$ cat src/rtl/ad9361_cfg_pkg.sv
// ad9361_cfg_pkg: opcodes, FSM states and ROM word layout shared by the AD9361 config sequencer.
package ad9361_cfg_pkg;
   localparam logic [2:0] OP_WRITE = 3'd0;
   localparam logic [2:0] OP_WAIT  = 3'd1;
   localparam logic [2:0] OP_PSET  = 3'd2;
   localparam logic [2:0] OP_PCLR  = 3'd3;
   localparam logic [2:0] OP_END   = 3'd4;

   typedef enum logic [2:0] {
      S_IDLE,
      S_FETCH,
      S_EXEC,
      S_SPI,
      S_GAP,
      S_WAIT,
      S_DONE,
      S_ERR
   } state_t;

   function automatic int word_w(input int aw, input int dw);
      return 3 + aw + dw;
   endfunction

   function automatic int op_lsb(input int aw, input int dw);
      return aw + dw;
   endfunction

   function automatic int addr_lsb(input int dw);
      return dw;
   endfunction
endpackage

$ cat src/rtl/ad9361_cfg_seq_rom.sv
// ad9361_cfg_seq_rom: command ROM built from a packed profile image, one-cycle registered read.
// Entries beyond the image read as zero.
module ad9361_cfg_seq_rom #(
   parameter int AW = 12,
   parameter int DW = 21,
   parameter int N  = 1,
   parameter logic [N*DW-1:0] INIT = '0
) (
   input  logic          clk,
   input  logic [AW-1:0] i_addr,
   output logic [DW-1:0] o_data
);
   localparam int NE = N < 2**AW ? N : 2**AW;

   logic [DW-1:0] w_word;

   always_comb begin
      w_word = '0;
      for (int i = 0; i < NE; i++) w_word = i_addr == AW'(i) ? INIT[i*DW +: DW] : w_word;
   end

   always_ff @(posedge clk) o_data <= w_word;
endmodule

$ cat src/rtl/ad9361_cfg_seq.sv
// ad9361_cfg_seq: ROM-driven AD9361 register-configuration sequencer with timed waits,
// bit polls and a request/done SPI master handshake; re-triggerable through start.
module ad9361_cfg_seq
   import ad9361_cfg_pkg::*;
#(
   parameter int ADDR_W   = 10,
   parameter int DATA_W   = 8,
   parameter int ROM_AW   = 12,
   parameter int TICK_DIV = 1000,
   parameter int POLL_GAP = 64,
   parameter int POLL_MAX = 255,
   parameter int ROM_N    = 1,
   parameter logic [ROM_N*(3+ADDR_W+DATA_W)-1:0] ROM_INIT = {OP_END, {(ADDR_W+DATA_W){1'b0}}}
) (
   input  logic              clk,
   input  logic              rst,
   input  logic              start,
   output logic              spi_req,
   output logic              spi_rw,
   output logic [ADDR_W-1:0] spi_addr,
   output logic [DATA_W-1:0] spi_wdata,
   input  logic              spi_done,
   input  logic [DATA_W-1:0] spi_rdata,
   output logic              busy,
   output logic              done,
   output logic              error,
   output logic [ROM_AW-1:0] err_step
);
   localparam int WW   = word_w(ADDR_W, DATA_W);
   localparam int OP_L = op_lsb(ADDR_W, DATA_W);
   localparam int AD_L = addr_lsb(DATA_W);
   localparam int TW   = ADDR_W + DATA_W + $clog2(TICK_DIV);
   localparam int GW   = $clog2(POLL_GAP + 1);
   localparam int CW   = TW > GW ? TW : GW;
   localparam int PW   = $clog2(POLL_MAX + 1);

   state_t            r_state, w_nxt;
   logic [ROM_AW-1:0] r_pc, w_pc_nxt;
   logic [CW-1:0]     r_cnt;
   logic [PW-1:0]     r_tries;
   logic [WW-1:0]     w_word;
   logic [2:0]        w_op;
   logic [ADDR_W-1:0] w_addr;
   logic [DATA_W-1:0] w_data;
   logic              w_match, w_give_up, w_cnt_end, w_idle, w_req_nxt, w_busy_nxt;

   // ROM re-reads r_pc every cycle, so the word stays valid for the whole step.
   ad9361_cfg_seq_rom #(.AW(ROM_AW), .DW(WW), .N(ROM_N), .INIT(ROM_INIT)) u_rom (
      .clk    (clk),
      .i_addr (r_pc),
      .o_data (w_word)
   );

   assign w_op      = w_word[OP_L +: 3];
   assign w_addr    = w_word[AD_L +: ADDR_W];
   assign w_data    = w_word[DATA_W-1:0];
   assign w_match   = w_op == OP_PSET ? (spi_rdata & w_data) == w_data : (spi_rdata & w_data) == '0;
   assign w_give_up = r_tries == PW'(POLL_MAX - 1);
   assign w_cnt_end = r_cnt <= CW'(1);
   assign w_idle    = r_state inside {S_IDLE, S_DONE, S_ERR};

   always_ff @(posedge clk) begin
      if (rst) begin
         r_state   <= S_IDLE;
         r_pc      <= '0;
         r_cnt     <= '0;
         r_tries   <= '0;
         spi_req   <= 1'b0;
         spi_rw    <= 1'b0;
         spi_addr  <= '0;
         spi_wdata <= '0;
         busy      <= 1'b0;
         done      <= 1'b0;
         error     <= 1'b0;
         err_step  <= '0;
      end else begin
         r_state <= w_nxt;
         r_pc    <= w_pc_nxt;
         spi_req <= w_req_nxt;
         busy    <= w_busy_nxt;
         done    <= w_nxt == S_DONE;
         error   <= w_nxt == S_ERR;
         if (w_nxt == S_ERR && r_state != S_ERR) err_step <= r_pc;
         if (r_state == S_EXEC && w_nxt == S_SPI) begin
            spi_rw    <= w_op != OP_WRITE;
            spi_addr  <= w_addr;
            spi_wdata <= w_data;
         end
         if (r_state == S_EXEC) begin
            r_cnt   <= CW'({w_addr, w_data}) * CW'(TICK_DIV);
            r_tries <= '0;
         end else if (r_state == S_SPI && spi_done) begin
            r_cnt   <= CW'(POLL_GAP);
            r_tries <= r_tries + 1'b1;
         end else if (r_cnt != '0) r_cnt <= r_cnt - 1'b1;
      end
   end

   always_comb begin
      w_nxt = r_state;
      case (r_state)
         S_IDLE, S_DONE, S_ERR: w_nxt = start ? S_FETCH : r_state;
         S_FETCH: w_nxt = S_EXEC;
         // The last ROM entry may only be END: anything else errors instead of wrapping pc.
         S_EXEC:
            if (w_op == OP_END) w_nxt = S_DONE;
            else if (w_op > OP_END || &r_pc) w_nxt = S_ERR;
            else w_nxt = w_op == OP_WAIT ? S_WAIT : S_SPI;
         S_SPI:
            if (spi_done) w_nxt = (w_op == OP_WRITE || w_match) ? S_FETCH : w_give_up ? S_ERR : S_GAP;
         S_GAP: w_nxt = w_cnt_end ? S_SPI : S_GAP;
         S_WAIT: w_nxt = w_cnt_end ? S_FETCH : S_WAIT;
         default: w_nxt = S_IDLE;
      endcase
   end

   always_comb begin
      w_req_nxt  = w_nxt == S_SPI && r_state != S_SPI;
      w_busy_nxt = !(w_nxt inside {S_IDLE, S_DONE, S_ERR});
      w_pc_nxt   = w_nxt != S_FETCH ? r_pc : w_idle ? '0 : r_pc + 1'b1;
   end
endmodule

$ cat config.mk
export PLATFORM = sky130hd
export DESIGN_NAME = ad9361_cfg_seq
export DESIGN_NICKNAME = d
export VERILOG_FILES = /design/src/rtl/ad9361_cfg_pkg.sv /design/src/rtl/ad9361_cfg_seq_rom.sv /design/src/rtl/ad9361_cfg_seq.sv
export SDC_FILE = /design/constraint.sdc
export NUM_CORES = 1
export LEC_CHECK = 0
export ABC_AREA = 1
export BUFFER_PORTS_ARGS = -buffer_cell sky130_fd_sc_hd__buf_2
export CORE_MARGIN = 3
export CORE_UTILIZATION = 35
export CTS_CLUSTER_SIZE = 30
export DETAILED_ROUTE_END_ITERATION = 8
export PLACE_DENSITY = 0.51
export SKIP_CTS_REPAIR_TIMING = 1
export SLEW_MARGIN = 25
export SYNTH_ARGS = -nofsm -noshare
export SYNTH_HDL_FRONTEND = slang
export SYNTH_SLANG_ARGS = --single-unit
$ cat constraint.sdc
create_clock -name clk -period 4 [get_ports clk]
set_clock_uncertainty 0.1 [all_clocks]
set_input_delay 0.2 -clock clk [delete_from_list [all_inputs] [get_ports clk]]
set_output_delay 0.2 -clock clk [all_outputs]
set_load 0.02 [all_outputs]
==> impl_table.tex, run 1 <==
\begin{tabular}{lr}
\hline
Metric & Value \\
\hline
\multicolumn{2}{l}{\textbf{Cells and area}} \\
Diodes inserted & 0 \\
Area of all placed cells without fillers & 3591 um2 \\
Leading cell types in the layout, fill and taps excluded & 65 x nand2\_1, 61 x dfxtp\_1, 60 x nor2\_1 \\
Total area of multi-input combinational cells & about 1700 um2 \\
Share of final-layout standard cells stronger than drive strength 1 & 0.1688 \\
Seq. cell area & 1221 um2 \\
Number of nets in the finished design & just under 500 \\
FILL cells & 940 \\
Non-filler cells, final & approximately 590 \\
Most frequent standard cell in the layout excluding fill and tap cells & nand2\_1 \\
Post-layout utilization of the core & 0.4039 \\
P\&R area growth vs syn & 9.584\% \\
\multicolumn{2}{l}{\textbf{Floorplanning}} \\
Boundary pin count & between 40 and 50 \\
Area of the core & 8891 um2 \\
Die Width & approximately 100 um \\
Area of the die & 10,560 um2 \\
Die Y-Extent & 102.8 um \\
Effective utilization at floorplan & 0.3686 \\
Std-Cell Rows & 34 \\
\multicolumn{2}{l}{\textbf{Timing}} \\
Final critical-path share of the clock period & 0.6687 \\
Final Max Tran Viols & 0 \\
WHS & about 0.21 ns \\
Unrepaired setup endpoints after global routing & no \\
Final number of setup-violating endpoints & 0 \\
Post-layout minimum cycle time & 2.675 ns \\
Final hold violation count & 0 \\
Transition time of the tightest slew-check pin & 0.7467 ns \\
Setup TNS & 0 ns \\
Smallest setup slack after layout & $\sim$1.3 ns \\
Highest attainable clock frequency & about 0.37 GHz \\
Rel. slew slack & 0.5004 \\
\multicolumn{2}{l}{\textbf{Synthesis}} \\
Post-synthesis instance area & 3277 um2 \\
Warnings, synthesis & 0 \\
Yosys cell types & 34 \\
Post-synth top flop & dfxtp\_1 \\
Sequential area share after synthesis & 0.3727 \\
Fraction of synthesis flops using an asynchronous set or reset pin & 0 \\
Number of enable flip-flop cells after synthesis & 0 \\
Cell types with the largest area share after synthesis & dfxtp\_1 37\%, nand2\_1 7.4\%, nor2\_1 6.9\% \\
Cells after Synth & 455 \\
Synth area leader & dfxtp\_1 \\
Post-synthesis average cell area & 7.202 um2 \\
Synthesis-stage register bit count & 61 \\
Top-area cell type share of the netlist area & 0.3727 \\
\multicolumn{2}{l}{\textbf{Worst setup path}} \\
Critical Path Max Stage Delay & approximately 0.6 ns \\
Max Fanout on Critical Path & 15 \\
Chain of cells forming the critical path & inv\_1 -> nor2\_1 -> nor2\_1 -> inv\_1 -> o21ai\_0 -> a21oi\_2 -> a21boi\_4 -> nand2\_2 -> nand2\_1 -> a21oi\_1 \\
Crit path launch type & flop \\
Required time of the critical path & approximately 4.1 ns \\
Setup crit end kind & flop \\
Worst path buffer plus inverter count & 2 \\
Category of cells accounting for the largest share of critical-path delay & simple AND/OR/NAND/NOR gates \\
CP Data Arrival Time & between 2 and 3 ns \\
Critical Path Slowest Stage Cell & nor2\_1 \\
Category of the most critical setup path & flop to flop \\
\multicolumn{2}{l}{\textbf{Drt}} \\
Post-detailed-routing wire length & 7118 um \\
WL per Instance & $\sim$12 um \\
Remaining number of nets flagged by the antenna check after routing & 0 \\
Violation count after the first detailed-routing iteration & 124 \\
Vias/cell & 4.721 \\
Number of design rule violations left after detail routing & 0 \\
Count of vias placed by the detailed router & about 2,800 \\
Drt pass-1 iters & 4 \\
\multicolumn{2}{l}{\textbf{Clock network}} \\
Clock-pin slew reported for the worst setup and hold paths after clock tree synthesis & approximately 0.070 ns \\
Cell at the root of the clock tree & clkbuf\_8 \\
Maximum count of clock buffers along a single path & 2 \\
Number of H-tree levels & 3 \\
Clock buffer count from CTS & 9 \\
Worst-Skew Late Latency & 0.33 ns \\
TritonCTS clock tree & built \\
Num Clock Sinks & $\sim$60 \\
\multicolumn{2}{l}{\textbf{Global route}} \\
Largest net degree at the start of global routing & 30 \\
First-pass GRT wire length & about 12,000 um \\
Vias in the first global route & 2,580 \\
Overall track demand over capacity in global routing & 0.1441 \\
Antenna violations before repair & 0 \\
Total congestion overflow after global routing & 0 \\
\multicolumn{2}{l}{\textbf{Placement}} \\
Routability congestion estimate from global placement & 0.8146 \\
Inst Count DP & 574 \\
Post-Place Setup Slack & about 1.3 ns \\
Placed cell area & around 3400 um2 \\
Port Buffers & 20 \\
Final HPWL DP & around 5200 um \\
\multicolumn{2}{l}{\textbf{Outcome}} \\
Outcome & completed \\
\multicolumn{2}{l}{\textbf{Job}} \\
Reported max-cap violation count & 0 \\
\multicolumn{2}{l}{\textbf{Pwr}} \\
VDD IR max & $\sim$0.00032 V \\
P\_leak & between 1.5 and 2 nW \\
Overall power after layout & just over 3 mW \\
Pwr dens & between 800 and 900 nW/um2 \\
\multicolumn{2}{l}{\textbf{Worst hold path}} \\
Worst min-delay path class & input pin to flop \\
\hline
\end{tabular}
[state kept, by name (all words and copies together) (netlist names)]
name	cells
r_cnt	28
error	1
err_step	12
spi_rw	1
r_pc	12
spi_req	1
busy	1
done	1
r_state	3
u_rom.o_data	1
[kinds of logic after synthesis]
kind of cell | Yosys count | share of synthesized area
buffers and inverters | 87 | 0.1271
other | 1 | 0.001144
adder cells (fa/ha/maj) | 4 | 0.01527
AND/OR/NAND/NOR | 215 | 0.3177
flip-flops | 61 | 0.3727
XOR/XNOR | 9 | 0.02406
AO/OA/AOI/OAI | 78 | 0.1420
[worst reg2reg max path: stages (launching register included)]
cell and delay, ns:
dfxtp_1 0.34, inv_1 0.10, nor2_1 0.09, nor2_1 0.60, inv_1 0.20, o21ai_0 0.15, a21oi_2 0.08, a21boi_4 0.41
nand2_2 0.27, nand2_1 0.13, a21oi_1 0.06
[synth_stat cells (7+ instances only)]
cell / number
inv_1: 52
nand2_2: 8
a21oi_2: 11
a21oi_1: 40
o21ai_0: 17
buf_4: 20
nand4_1: 11
dfxtp_1: 61
nor2_1: 60
nand2_1: 65
nor3_1: 15
inv_2: 7
nand3_1: 31
nor2_2: 8
xor2_1: 8
[worst paths after layout]
| path | from | endpoint | slack (ns) | cells after the start |
|---|---|---|---|---|
| worst max-delay path | r_state[2] | r_pc[7] | 1.33 | 10 |
| worst min-delay path | start | r_state[0] | 0.21 | 5 |
| worst max register to register | r_state[2] | r_pc[7] | 1.33 | 10 |
| worst min register to register | err_step[8] | err_step[8] | 0.36 | 2 |
[per-layer routing]
layer | vias to the layer above | wire [um] | global-route usage
met5 | - | 0 | 0
met4 | 0 | 40 | 0.03984
met3 | 2 | 308 | 0.04060
met2 | 50 | 3095 | 0.2190
met1 | 1233 | 3674 | 0.2009
li1 | 1491 | - | -
[power breakdown]
part	switching (mW)	internal, mW
Combinational	1.12	0.494
Sequential	0.127	0.765
Clock	0.233	0.333
Total	1.48	1.59
[final cells by class]
cell class	instances	area share
clock buffer	13	0.04704
clock inverter	1	0.008362
inverter	60	0.06272
multi-input combinational	324	0.4742
sequential	61	0.3401
tap	108	0.03763
timing repair buffer	21	0.02997
Note: power is estimated with default switching activity, not from simulation.
==> run 2: changes to the inputs <==
Clock period 4 ns to 2.7 ns, I/O delays scaled along.
==> run 2 against run 1 <==
Effect of this change: global-route usage up 0.74 points; design area increased by 0.87%; maximum frequency rose by 16%; sequential cell count unchanged; utilization increased by 0.35 points; hold slack got worse by 0.073 ns; sequential share of layout area down 0.29 points; combinational power up 55%; non-clock buffer count rose by 6; setup slack worse by 0.93 ns; via count grew 1.7%; total power grew 49%; largest power group unchanged.
==> impl_table.tex, run 2 (same netlist as run 1, synthesis figures left out) <==
\begin{tabular}{lr}
\hline
Metric & Value \\
\hline
\multicolumn{2}{l}{\textbf{Cells and area}} \\
Number of nets in the finished design & 499 (was 493) \\
Largest register by flop count & r\_cnt (unchanged) \\
Share of final-layout standard cells stronger than drive strength 1 & 0.1844 (was 0.1688) \\
Flip-flop count of the largest register after layout & 28 (unchanged) \\
Biggest regs & r\_cnt: 28 flops, err\_step: 12 flops, r\_pc: 12 flops (unchanged) \\
Leading cell types in the layout, fill and taps excluded & 65 x nand2\_1, 61 x dfxtp\_1, 60 x nor2\_1 (unchanged) \\
Post-layout utilization of the core & 0.4074 (was 0.4039) \\
Most frequent standard cell in the layout excluding fill and tap cells & nand2\_1 (unchanged) \\
P\&R area growth vs syn & 10.54\% (was 9.584\%) \\
Diodes inserted & 0 (unchanged) \\
\multicolumn{2}{l}{\textbf{Worst setup path}} \\
Termination of the worst setup path & r\_pc[9] (was r\_pc[7]) \\
Depth of the most critical reg-to-reg path & 13 (was 10) \\
Crit path launch type & flop (unchanged) \\
Category of the most critical setup path & flop to flop (unchanged) \\
Setup crit end kind & flop (unchanged) \\
Reg-to-Reg Start & r\_cnt[0] (was r\_state[2]) \\
CP Data Arrival Time & 2.42 ns (was 2.75 ns) \\
Max Fanout on Critical Path & 12 (was 15) \\
Worst reg2reg path endpoint & r\_pc[9] (was r\_pc[7]) \\
Required time of the critical path & 2.82 ns (was 4.08 ns) \\
Slack of the worst reg-to-reg path & 0.40 ns (was 1.33 ns) \\
Worst setup path startpoint & r\_cnt[0] (was r\_state[2]) \\
\multicolumn{2}{l}{\textbf{Pwr}} \\
Power spent charging and discharging nets & 2.271 mW (was 1.479 mW) \\
Switching Fraction & 0.4964 (was 0.4815) \\
Proportion of power drawn by flip-flops and latches & 0.289 (was 0.291) \\
Internal power & 2.305 mW (was 1.592 mW) \\
Proportion of power drawn by combinational gates & 0.544 (was 0.525) \\
P\_leak & 1.528 nW (was 1.520 nW) \\
VDD IR max & 0.0004293 V (was 0.0003221 V) \\
Clk pwr share & 0.168 (was 0.184) \\
Pwr dens & 1263 nW/um2 (was 855.2 nW/um2) \\
\multicolumn{2}{l}{\textbf{Timing}} \\
Unrepaired setup endpoints after global routing & no (unchanged) \\
Post-layout minimum cycle time & 2.301 ns (was 2.675 ns) \\
Final number of setup-violating endpoints & 0 (unchanged) \\
Final hold violation count & 0 (unchanged) \\
Final critical-path share of the clock period & 0.8523 (was 0.6687) \\
Setup TNS & 0 ns (unchanged) \\
Highest attainable clock frequency & 0.4345 GHz (was 0.3738 GHz) \\
Final Max Tran Viols & 0 (unchanged) \\
\multicolumn{2}{l}{\textbf{Clock network}} \\
Number of H-tree levels & 3 (unchanged) \\
Worst-Skew Late Latency & 0.35 ns (was 0.33 ns) \\
Cell at the root of the clock tree & clkbuf\_8 (unchanged) \\
Num Clock Sinks & 61 (unchanged) \\
TritonCTS clock tree & built (unchanged) \\
Maximum count of clock buffers along a single path & 2 (unchanged) \\
Clock-pin slew reported for the worst setup and hold paths after clock tree synthesis & 0.07 ns (about the same) \\
Clock buffer count from CTS & 9 (unchanged) \\
\multicolumn{2}{l}{\textbf{Drt}} \\
WL per Instance & 12.22 um (was 12.11 um) \\
Violation count after the first detailed-routing iteration & 122 (was 124) \\
Drt pass-1 iters & 4 (unchanged) \\
Remaining number of nets flagged by the antenna check after routing & 0 (unchanged) \\
Count of vias placed by the detailed router & 2,823 (was 2,776) \\
Post-detailed-routing wire length & 7284 um (was 7118 um) \\
Vias/cell & 4.737 (was 4.721) \\
Number of design rule violations left after detail routing & 0 (unchanged) \\
\multicolumn{2}{l}{\textbf{Floorplanning}} \\
Std-Cell Rows & 34 (unchanged) \\
Area of the core & 8891 um2 (unchanged) \\
Area of the die & 10,560 um2 (unchanged) \\
Boundary pin count & 47 (unchanged) \\
Die Width & 102.8 um (unchanged) \\
Effective utilization at floorplan & 0.3686 (unchanged) \\
Die Y-Extent & 102.8 um (unchanged) \\
\multicolumn{2}{l}{\textbf{Placement}} \\
Routability congestion estimate from global placement & 0.8380 (was 0.8146) \\
Port Buffers & 20 (unchanged) \\
Final HPWL DP & 5308 um (was 5232 um) \\
\multicolumn{2}{l}{\textbf{Outcome}} \\
Outcome & completed (unchanged) \\
\multicolumn{2}{l}{\textbf{Worst hold path}} \\
Worst min-delay path class & input pin to flop (unchanged) \\
\multicolumn{2}{l}{\textbf{Global route}} \\
Total congestion overflow after global routing & 0 (unchanged) \\
First-pass GRT wire length & 12,480 um (was 12,210 um) \\
Largest net degree at the start of global routing & 29 (was 30) \\
Antenna violations before repair & 0 (unchanged) \\
Vias in the first global route & 2,607 (was 2,580) \\
Overall track demand over capacity in global routing & 0.1515 (was 0.1441) \\
\multicolumn{2}{l}{\textbf{Job}} \\
Reported max-cap violation count & 0 (unchanged) \\
\hline
\end{tabular}
[run 2: changes by cell type in the layout (fill, tap and decap cells not counted), sizes merged]
cell	previous run	this run
buf	21	27
bufinv	1	0
clkbuf	13	10
clkinv	1	2
clkinvlp	0	4
inv	59	60
[run 2: worst min-delay path by stage]
| stage | start | cells after the start | slack, ns | end |
|---|---|---|---|---|
| finish | start | 5 | 0.14 | r_state[0] |
| floorplan | rst | 3 | 0.24 | r_cnt[10] |
| CTS | start | 5 | 0.12 | r_state[0] |
| global route | rst | 4 | 0.19 | r_cnt[13] |
| detailed placement | err_step[6] | 2 | 0.35 | err_step[6] |
| global placement | err_step[7] | 2 | 0.35 | err_step[7] |
[run 2: final cells by class]
type / instances / area (um2)
Clock buffer: 10 / 137.6
Clock inverter: 6 / 47.55
Fill cell: 923 / 5269
Inverter: 60 / 225.2
Multi-Input combinational cell: 324 / 1703
Sequential cell: 61 / 1221
Tap cell: 108 / 135.1
Timing Repair Buffer: 27 / 152.6
[run 2: worst max-delay path, stage by stage, from the launching register on]
cell and delay (ns):
dfxtp_1 0.33, inv_1 0.09, ha_1 0.28, nand2_2 0.11, nor2_4 0.15, nand2_1 0.08
nor2_2 0.09, nand2_2 0.05, nand2_1 0.08, nand2_2 0.09, a21boi_4 0.29, nand2_2 0.24
nand2_1 0.11, a21oi_1 0.06
[run 2: per-layer routing]
metal | up-vias | GRT usage | part of all wire
met4 | 0 | 0.06275 | 0.020
met5 | - | 0 | 0
li1 | 1499 | - | -
met2 | 47 | 0.2185 | 0.41
met1 | 1265 | 0.2170 | 0.54
met3 | 12 | 0.03518 | 0.033
[run 2: per-stage QoR]
step | cell area, um2 | std cells | hold WS [ns] | total power [mW] | worst slack, ns
CTS | 3622 | 596 | 0.1246 | 4.619 | 0.3640
global placement | 3437 | 580 | 0.3464 | 3.821 | 0.3828
finish | 3622 | 596 | 0.1370 | 4.576 | 0.3988
detailed placement | 3437 | 580 | 0.3469 | 3.832 | 0.3713
global route | 3622 | 596 | 0.1919 | 4.990 | 0.1552
floorplan | 3341 | 472 | 0.2363 | 3.313 | 0.6867
[run 2: power groups by stage]
| stage | clock network [mW] | logic [mW] | registers, mW |
|---|---|---|---|
| 2_1_floorplan | 0 | 1.94 | 1.37 |
| 3_3_place_gp | 0 | 2.49 | 1.34 |
| 3_5_place_dp | 0 | 2.49 | 1.34 |
| 4_1_cts | 0.796 | 2.50 | 1.32 |
| 5_1_grt | 0.827 | 2.81 | 1.36 |
| 6_report | 0.767 | 2.49 | 1.32 |
==> run 3: changes to the inputs <==
Settings changed: BUFFER_PORTS_ARGS -buffer_cell sky130_fd_sc_hd__buf_2 to default, DONT_BUFFER_PORTS from default to 1, PLACE_DENSITY 0.51 to 0.47.
==> run 3 against run 2 <==
Effect of this change: die area unchanged; clock-buffer cell count down 1; clock power up 19%; sequential share of layout area rose by 0.38 points; total power rose by 2.2%; maximum frequency grew 0.43%; design area down 1.1%; sequential power increased by 6%; largest power group unchanged.
==> impl_table.tex, run 3 (same netlist as run 1, synthesis figures left out) <==
\begin{tabular}{lr}
\hline
Metric & Value \\
\hline
\multicolumn{2}{l}{\textbf{Worst setup path}} \\
Critical Path Slowest Stage Cell & dfxtp\_1 (unchanged) \\
Setup crit end kind & flop (unchanged) \\
Max Fanout on Critical Path & 10 (was 12) \\
Category of the most critical setup path & flop to flop (unchanged) \\
Crit path launch type & flop (unchanged) \\
CP Data Arrival Time & 2.46 ns (was 2.42 ns) \\
Reg-to-Reg Start & r\_cnt[0] (unchanged) \\
Worst reg2reg path endpoint & r\_pc[4] (was r\_pc[9]) \\
Cell type with the highest occurrence count on the critical path & nand2\_2 (unchanged) \\
Critical Path Max Stage Delay & 0.33 ns (about the same) \\
Chain of cells forming the critical path & inv\_1 -> ha\_1 -> nand2\_2 -> nor2\_4 -> nand2\_1 -> nor2\_2 -> nand2\_2 -> nand2\_1 -> nand2\_2 -> a21boi\_4 -> buf\_4 -> nand3\_1 -> a21oi\_1 (was inv\_1 -> ha\_1 -> nand2\_2 -> nor2\_4 -> nand2\_1 -> nor2\_2 -> nand2\_2 -> nand2\_1 -> nand2\_2 -> a21boi\_4 -> nand2\_2 -> nand2\_1 -> a21oi\_1) \\
Depth of the most critical reg-to-reg path & 13 (unchanged) \\
Required time of the critical path & 2.87 ns (was 2.82 ns) \\
Slack of the worst reg-to-reg path & 0.41 ns (was 0.40 ns) \\
\multicolumn{2}{l}{\textbf{Floorplanning}} \\
Boundary pin count & 47 (unchanged) \\
Area of the core & 8891 um2 (unchanged) \\
Die Y-Extent & 102.8 um (unchanged) \\
Area of the die & 10,560 um2 (unchanged) \\
Effective utilization at floorplan & 0.3686 (unchanged) \\
Std-Cell Rows & 34 (unchanged) \\
Die Width & 102.8 um (unchanged) \\
\multicolumn{2}{l}{\textbf{Global route}} \\
Largest net degree at the start of global routing & 30 (was 29) \\
First-pass GRT wire length & 12,390 um (was 12,480 um) \\
Vias in the first global route & 2,603 (was 2,607) \\
Total congestion overflow after global routing & 0 (unchanged) \\
Overall track demand over capacity in global routing & 0.1486 (was 0.1515) \\
Antenna violations before repair & 0 (unchanged) \\
\multicolumn{2}{l}{\textbf{Pwr}} \\
Clk pwr share & 0.194 (was 0.168) \\
Internal power & 2.432 mW (was 2.305 mW) \\
Proportion of power drawn by combinational gates & 0.506 (was 0.544) \\
P\_leak & 1.461 nW (was 1.528 nW) \\
Proportion of power drawn by flip-flops and latches & 0.300 (was 0.289) \\
Switching Fraction & 0.4803 (was 0.4964) \\
Pwr dens & 1306 nW/um2 (was 1263 nW/um2) \\
Power spent charging and discharging nets & 2.247 mW (was 2.271 mW) \\
VDD IR max & 0.0005538 V (was 0.0004293 V) \\
\multicolumn{2}{l}{\textbf{Drt}} \\
WL per Instance & 12.52 um (was 12.22 um) \\
Number of design rule violations left after detail routing & 0 (unchanged) \\
Post-detailed-routing wire length & 7224 um (was 7284 um) \\
Routed metal-1 wire length & 3721 um (was 3898 um) \\
Top Metal Used & met4 (unchanged) \\
Routed met2 length & 3174 um (was 3002 um) \\
Violation count after the first detailed-routing iteration & 86 (was 122) \\
Count of vias placed by the detailed router & 2,737 (was 2,823) \\
Drt pass-1 iters & 4 (unchanged) \\
Amount of wire on met3 after detailed routing & 211 um (was 239 um) \\
Remaining number of nets flagged by the antenna check after routing & 0 (unchanged) \\
Vias/cell & 4.744 (was 4.737) \\
\multicolumn{2}{l}{\textbf{Timing}} \\
Final hold violation count & 0 (unchanged) \\
Setup TNS & 0 ns (unchanged) \\
Final number of setup-violating endpoints & 0 (unchanged) \\
Final critical-path share of the clock period & 0.8487 (was 0.8523) \\
Post-layout minimum cycle time & 2.291 ns (was 2.301 ns) \\
Highest attainable clock frequency & 0.4364 GHz (was 0.4345 GHz) \\
Final Max Tran Viols & 0 (unchanged) \\
Unrepaired setup endpoints after global routing & no (unchanged) \\
\multicolumn{2}{l}{\textbf{Outcome}} \\
Outcome & completed (unchanged) \\
\multicolumn{2}{l}{\textbf{Worst hold path}} \\
Number of cells on the worst hold path & 4 (was 5) \\
Startpoint of the tightest hold check path & start (unchanged) \\
Hold endpoint & r\_state[0] (unchanged) \\
Worst min-delay path class & input pin to flop (unchanged) \\
\multicolumn{2}{l}{\textbf{Cells and area}} \\
Area of all placed cells without fillers & 3582 um2 (was 3622 um2) \\
Share of final-layout standard cells stronger than drive strength 1 & 0.1493 (was 0.1844) \\
Diodes inserted & 0 (unchanged) \\
Biggest regs & r\_cnt: 28 flops, err\_step: 12 flops, r\_pc: 12 flops (unchanged) \\
Flip-flop count of the largest register after layout & 28 (unchanged) \\
Most frequent standard cell in the layout excluding fill and tap cells & nand2\_1 (unchanged) \\
P\&R area growth vs syn & 9.317\% (was 10.54\%) \\
Number of nets in the finished design & 480 (was 499) \\
Largest register by flop count & r\_cnt (unchanged) \\
Leading cell types in the layout, fill and taps excluded & 65 x nand2\_1, 61 x dfxtp\_1, 60 x nor2\_1 (unchanged) \\
\multicolumn{2}{l}{\textbf{Placement}} \\
Final HPWL DP & 5273 um (was 5308 um) \\
Routability congestion estimate from global placement & 0.8427 (was 0.8380) \\
Port Buffers & 0 (was 20) \\
Placed cell area & 3329 um2 (was 3437 um2) \\
\multicolumn{2}{l}{\textbf{Clock network}} \\
Clock buffer count from CTS & 9 (unchanged) \\
Maximum count of clock buffers along a single path & 2 (unchanged) \\
Number of H-tree levels & 3 (unchanged) \\
TritonCTS clock tree & built (unchanged) \\
Worst-Skew Late Latency & 0.34 ns (was 0.35 ns) \\
Clock-pin slew reported for the worst setup and hold paths after clock tree synthesis & 0.08 ns (was 0.07 ns) \\
Cell at the root of the clock tree & clkbuf\_8 (unchanged) \\
Num Clock Sinks & 61 (unchanged) \\
\multicolumn{2}{l}{\textbf{Job}} \\
Reported max-cap violation count & 0 (unchanged) \\
\hline
\end{tabular}
==> run 3: area by class of cell <==
cell class / instances / area (um2)
sequential: 61 / 1221
clock buffer: 9 / 123.9
tap: 108 / 135.1
fill: 910 / 5309
inverter: 60 / 225.2
multi-input combinational: 324 / 1703
clock inverter: 7 / 98.84
timing repair buffer: 8 / 75.07
==> run 3: stage by stage <==
stage | utilization | hold WS (ns) | power, mW | instances | setup WS [ns]
finish | 0.4029 | 0.03387 | 4.678 | 577 | 0.4086
CTS | 0.3995 | -0.2732 | 4.725 | 575 | 0.3685
global placement | 0.3745 | 0.1001 | 3.778 | 559 | 0.3962
global route | 0.4029 | 0.05149 | 5.120 | 577 | 0.1772
detailed placement | 0.3745 | 0.1009 | 3.795 | 559 | 0.3776
floorplan | - | 0.2363 | 3.313 | 472 | 0.6867
==> run 3: power groups by stage <==
stage          clock network (mW)  logic (mW)  registers [mW]
6_report                    0.909        2.37            1.40
5_1_grt                     0.970        2.71            1.44
4_1_cts                     0.937        2.38            1.41
3_5_place_dp                    0        2.37            1.42
3_3_place_gp                    0        2.35            1.42
2_1_floorplan                   0        1.94            1.37
==> run 3: metal layers <==
metal  global-route usage  vias to the layer above
li1                     -                     1468
met1               0.2057                     1233
met2               0.2200                       29
met3              0.03383                        7
met4              0.06773                        0
met5                    0                        -
==> run 3: worst max-delay path, delay by kind of cell (launching register included) <==
family          cells  cell delay, ns
buf+inv             2            0.31
fa+ha+maj           1            0.28
simple gates        8            0.79
flops               1            0.33
compound gates      2            0.41
==> run 3: worst max-delay path by stage <==
stage | from | to | cells past startpoint
floorplan | r_cnt[0] | r_pc[7] | 15
global placement | r_cnt[0] | r_pc[0] | 13
detailed placement | r_cnt[0] | r_pc[4] | 13
CTS | r_cnt[0] | r_pc[4] | 13
global route | r_cnt[0] | r_pc[4] | 13
finish | r_cnt[0] | r_pc[4] | 13
